## src/rtl/alu_cmd_issuer.sv

```systemverilog
// Initiator for a combinational ALU: accepts one command at a time and drives the ALU from registered operands.
// It registers the ALU result, returns it on a valid/ready response channel and keeps it as an accumulator.
module alu_cmd_issuer #(
  parameter int W     = 8,
  parameter int CNT_W = 16
) (
  input  logic             clk,
  input  logic             rst_n,
  input  logic             cmd_valid,
  output logic             cmd_ready,
  input  logic [W-1:0]     cmd_a,
  input  logic [W-1:0]     cmd_b,
  input  logic [2:0]       cmd_sel,
  input  logic             cmd_use_acc,
  output logic [W-1:0]     alu_a,
  output logic [W-1:0]     alu_b,
  output logic [2:0]       alu_sel,
  input  logic [W-1:0]     alu_out,
  output logic             rsp_valid,
  input  logic             rsp_ready,
  output logic [W-1:0]     rsp_data,
  output logic [2:0]       rsp_sel,
  output logic [W-1:0]     acc,
  output logic [CNT_W-1:0] ops_done
);

  typedef enum logic [1:0] {
    IDLE = 2'd0,
    EXEC = 2'd1,
    RESP = 2'd2
  } state_t;

  state_t           state_q;
  logic             cmd_ready_q;
  logic             rsp_valid_q;
  logic [W-1:0]     alu_a_q;
  logic [W-1:0]     alu_b_q;
  logic [2:0]       alu_sel_q;
  logic [W-1:0]     rsp_data_q;
  logic [2:0]       rsp_sel_q;
  logic [W-1:0]     acc_q;
  logic [CNT_W-1:0] ops_done_q;

  logic [W-1:0]     alu_a_d;
  logic [CNT_W-1:0] ops_done_d;
  logic             cmd_fire;
  logic             rsp_fire;

  // Chained commands take operand A from the accumulator, which is already updated by the time IDLE returns.
  assign alu_a_d    = cmd_use_acc ? acc_q : cmd_a;
  assign ops_done_d = ops_done_q + CNT_W'(1);
  assign cmd_fire   = cmd_valid & cmd_ready_q;
  assign rsp_fire   = rsp_valid_q & rsp_ready;

  always_ff @(posedge clk) begin
    if (!rst_n) begin
      state_q     <= IDLE;
      cmd_ready_q <= 1'b1;
      rsp_valid_q <= 1'b0;
      alu_a_q     <= '0;
      alu_b_q     <= '0;
      alu_sel_q   <= 3'b000;
      rsp_data_q  <= '0;
      rsp_sel_q   <= 3'b000;
      acc_q       <= '0;
      ops_done_q  <= '0;
    end else begin
      case (state_q)
        IDLE: begin
          if (cmd_fire) begin
            alu_a_q     <= alu_a_d;
            alu_b_q     <= cmd_b;
            alu_sel_q   <= cmd_sel;
            cmd_ready_q <= 1'b0;
            state_q     <= EXEC;
          end
        end
        EXEC: begin
          // The ALU has had a full cycle on stable operands; capture its result.
          rsp_data_q  <= alu_out;
          rsp_sel_q   <= alu_sel_q;
          acc_q       <= alu_out;
          rsp_valid_q <= 1'b1;
          state_q     <= RESP;
        end
        RESP: begin
          if (rsp_fire) begin
            ops_done_q  <= ops_done_d;
            rsp_valid_q <= 1'b0;
            cmd_ready_q <= 1'b1;
            state_q     <= IDLE;
          end
        end
        default: begin
          rsp_valid_q <= 1'b0;
          cmd_ready_q <= 1'b1;
          state_q     <= IDLE;
        end
      endcase
    end
  end

  assign cmd_ready = cmd_ready_q;
  assign rsp_valid = rsp_valid_q;
  assign alu_a     = alu_a_q;
  assign alu_b     = alu_b_q;
  assign alu_sel   = alu_sel_q;
  assign rsp_data  = rsp_data_q;
  assign rsp_sel   = rsp_sel_q;
  assign acc       = acc_q;
  assign ops_done  = ops_done_q;

endmodule

```

## config.mk

```make
export PLATFORM = sky130hd
export DESIGN_NAME = alu_cmd_issuer
export DESIGN_NICKNAME = d
export VERILOG_FILES = /design/src/rtl/alu_cmd_issuer.sv
export SDC_FILE = /design/constraint.sdc
export NUM_CORES = 1
export LEC_CHECK = 0
export CAP_MARGIN = 15
export CORE_MARGIN = 5
export CORE_UTILIZATION = 38
export DETAILED_ROUTE_END_ITERATION = 12
export PLACE_DENSITY = 0.76
export SLEW_MARGIN = 20
export SYNTH_ARGS = -nofsm -noshare
export SYNTH_HDL_FRONTEND = slang
export SYNTH_SLANG_ARGS = --single-unit
```

## constraint.sdc

```tcl
create_clock -name clk -period 1.8 [get_ports clk]
set_input_delay 0.54 -clock clk [delete_from_list [all_inputs] [get_ports clk]]
set_output_delay 0.54 -clock clk [all_outputs]
set_load 0.03 [all_outputs]
```

==> results of run 1 <==
==> sequential cells by signal, indices dropped and copies added (netlist names) <==
| signal | count |
|---|---|
| acc | 8 |
| alu_a | 8 |
| state_q | 2 |
| rsp_sel | 3 |
| cmd_ready | 1 |
| alu_sel | 3 |
| ops_done | 16 |
| alu_b | 8 |
| rsp_valid | 1 |
==> logic make-up after synthesis <==
kind of cell	Yosys count	synth area share [%]
AO/OA/AOI/OAI	47	12.8
buffers and inverters	24	6.09
XOR/XNOR	8	3.38
adder cells (fa/ha/maj)	1	0.603
flip-flops	50	48.2
multiplexers	9	4.34
AND/OR/NAND/NOR	107	24.6
==> report_power, final <==
group | switching, mW | total, mW | internal, mW
Clock | 0.356 | 0.666 | 0.311
Combinational | 0.262 | 0.465 | 0.202
Sequential | 0.0321 | 1.19 | 1.16
Total | 0.650 | 2.32 | 1.67
==> worst min-delay path by stage <==
stage,startpoint,to,cells after the start
3_3_place_gp,alu_b[0],alu_b[0],2
3_5_place_dp,alu_b[1],alu_b[1],2
6_report,alu_b[0],alu_b[0],2
2_1_floorplan,state_q[0],rsp_valid,1
5_1_grt,alu_b[0],alu_b[0],2
4_1_cts,alu_b[0],alu_b[0],2
==> cell usage after synthesis, drive strengths merged (4+ instances only) <==
| cell type | instances | share of area, % |
|---|---|---|
| a211oi | 8 | 2.9 |
| a21oi | 30 | 7.2 |
| buf | 14 | 4.3 |
| clkbuf | 7 | 1.3 |
| dfxtp | 50 | 48 |
| mux2i | 9 | 4.3 |
| nand2 | 53 | 9.7 |
| nand3 | 9 | 2.2 |
| nor2 | 19 | 3.4 |
| o21ai | 6 | 1.4 |
| or3 | 4 | 1.2 |
| or4 | 4 | 1.6 |
| xor2 | 5 | 2.1 |
==> worst max-delay path, delay by kind of cell, from the launching register on <==
kind               cells  cell delay, ns
AOI/OAI and AO/OA      1            0.14
DFF                    1            0.40
and+or+nand+nor        3            1.14
==> layout make-up <==
cell class                      instances  area share (%)
Sequential cell                        50            32.0
Inverter                                3           0.358
Timing Repair Buffer                  108            31.6
Clock buffer                            7            2.75
Multi-Input combinational cell        172            30.3
Clock inverter                          1           0.159
Tap cell                               72            2.87
==> routing by layer <==
| layer | up-vias | wire [um] | share of wire, % | global-route usage [%] |
|---|---|---|---|---|
| li1 | 1017 | - | - | - |
| met1 | 949 | 2370 | 43 | 18.5 |
| met2 | 63 | 2690 | 49 | 28.0 |
| met3 | 5 | 342 | 6.3 | 4.74 |
| met4 | 0 | 46 | 0.84 | 3.51 |
| met5 | - | 0 | 0 | 0 |
==> what timing repair did <==
action | in CTS | in global routing
endpoints found under the setup margin | 63 | 4
gates resized for setup | 57 | 1
setup buffers | 0 | 1
pin swaps | 0 | 1
==> impl_metrics.csv, run 1 <==
group,metric,value,unit
global_route,grt_first_pass_wirelength,9110,um
worst_setup_path,timing.critical_path.arrival,1.98,ns
worst_setup_path,rrSetupSlack,0.06,ns
synth,synthesis.instances,246,
worst_setup_path,crit_path_start,"ops_done[5]",
clocking,cts.path.max_buffers,2,
worst_setup_path,worst_setup_path_end_kind,"flip-flop",
global_route,grt_overflow,0,
global_route,grt.total_usage,15.7,%
floorplan,placementRows,27,
synth,synthArstFlopShare,0,%
drt,initialDrtViolationCount,49,
placed_design,port_buffers,87,
floorplan,io_pins,88,
floorplan,floorplan.initialDensity,38.4,%
run_status,outcome,"finished, final reports clean",
drt,residual_drc_count,0,
finish,areaGrowthSynthToFinish,51.4,%
finish,finish.utilization,58.1,%
timing,max-slew-margin-rel,70.5,%
finish,multi_input_comb_area,951,um2
synth,synthDistinctLibCells,37,
global_route,antenna_found_initial,0,
placed_design,place.detailed.instances,404,
hold_path,hold_path.class,"reg -> reg",
clocking,cts_inserted_buffers,5,
worst_setup_path,timing.reg2reg.worst_path_depth,4,
floorplan,core,0.00541,mm2
clocking,cts_htree_levels,2,
worst_setup_path,crit_path_max_incr_delay,0.60,ns
timing,worstMarginPinSlew,0.442,ns
finish,drive_gt1_share,10.3,%
drt,detail_route.vias_per_cell,4.92,
drt,number_of_detailed_routing_iterations_run_before_antenna_repair,4,
drt,detail_route.wirelength,5460,um
synth,synth_area_per_cell,8.44,um2
timing,maxSlewViolCount,0,
timing,final.setup.tns,0,ns
timing,hold_slack,0.452,ns
synth,synth_sequential_area_ratio,48.2,%
worst_setup_path,critPathSlowestCell,"or4_1",
finish,layout_common_cells,"dlygate4sd2_1, nand2_1, dfxtp_1",
finish,layout.filler_cells,530,
timing,max_clock_freq,0.575,GHz
drt,routedWlPerCell,13.2,um
timing,final_worst_path_period_share,96.7,%
timing,worst_clock_skew,0.0101,ns
finish,area.sequential,0.00100,mm2
pwr,leakage,1.43,nW
timing,period_needed,1.74,ns
finish,design.final.nets,373,
clocking,cts_num_sinks,50,
global_route,number_of_global_route_vias_before_repair,1975,
timing,rsz_0062_raised_after_global_routing,"false",
run,max-cap-violations,0,
pwr,power.ir.vdd_worst,0.000408,V
synth,yosys_warnings,0,
drt,ant_nets,0,
clocking,clk-insertion-delay-late,0.30,ns
synth,synth_enable_flop_cells,0,
floorplan,fp.dieH,83.9,um
finish,antenna-diode-count,0,
placed_design,place.detailed.hpwl,4000,um
global_route,grt_start_max_net_pins,31,
timing,setup-violations-final,0,
drt,detailroute.via_count,2034,
clocking,cts_tree,"done",
placed_design,final_replace_weighted_congestion,0.804,
clocking,cts-hold-fix-buffers,0,
floorplan,die_x,83.9,um
clocking,clock_tree.root_cell,"clkbuf_8",
worst_setup_path,critPathKind,"reg -> reg",
synth,synth_nets,279,
clocking,cts.clk_slew.worst_paths,0.09,ns
pwr,power,2.32,mW
pwr,p_per_area,739,mW/mm2
synth,ys_ff_latch,50,
timing,setup_ws,0.0597,ns
floorplan,floorplan.die_area,0.00704,mm2
timing,report.final.hold_viol_count,0,
placed_design,dp_slack,-0.519,ns
worst_setup_path,timing.critical_path.from_type,"flip-flop",
worst_setup_path,reg2reg_to,"ops_done[14]",
worst_setup_path,critPathMaxFanout,4,
worst_setup_path,critical_path_required,2.04,ns
synth,yosys_most_used_dff,"dfxtp_1",
finish,layout.cells.most_common,"dlygate4sd2_1",
finish,post_route_cell_area,0.00314,mm2
synth,syn_area,0.00208,mm2
worst_setup_path,reg2reg_from,"ops_done[5]",
worst_setup_path,crit_path_cell_trace,"nand4_1, or4_1, or3_1, a21oi_1",
placed_design,dpl-instance-area,0.00311,mm2
finish,post_layout_nonfiller_instances,413,
worst_setup_path,crit_path_end,"ops_done[14]",
Power figures use the tool's default switching activity.
==> run 2: changes to the inputs <==
--- a/config.mk
+++ b/config.mk
@@ -14,3 +14,4 @@
 export SYNTH_ARGS = -nofsm -noshare
 export SYNTH_HDL_FRONTEND = slang
 export SYNTH_SLANG_ARGS = --single-unit
+export TNS_END_PERCENT = 30
==> results of run 2 <==
The final DEF is identical to that of run 1; final timing and power are the same.
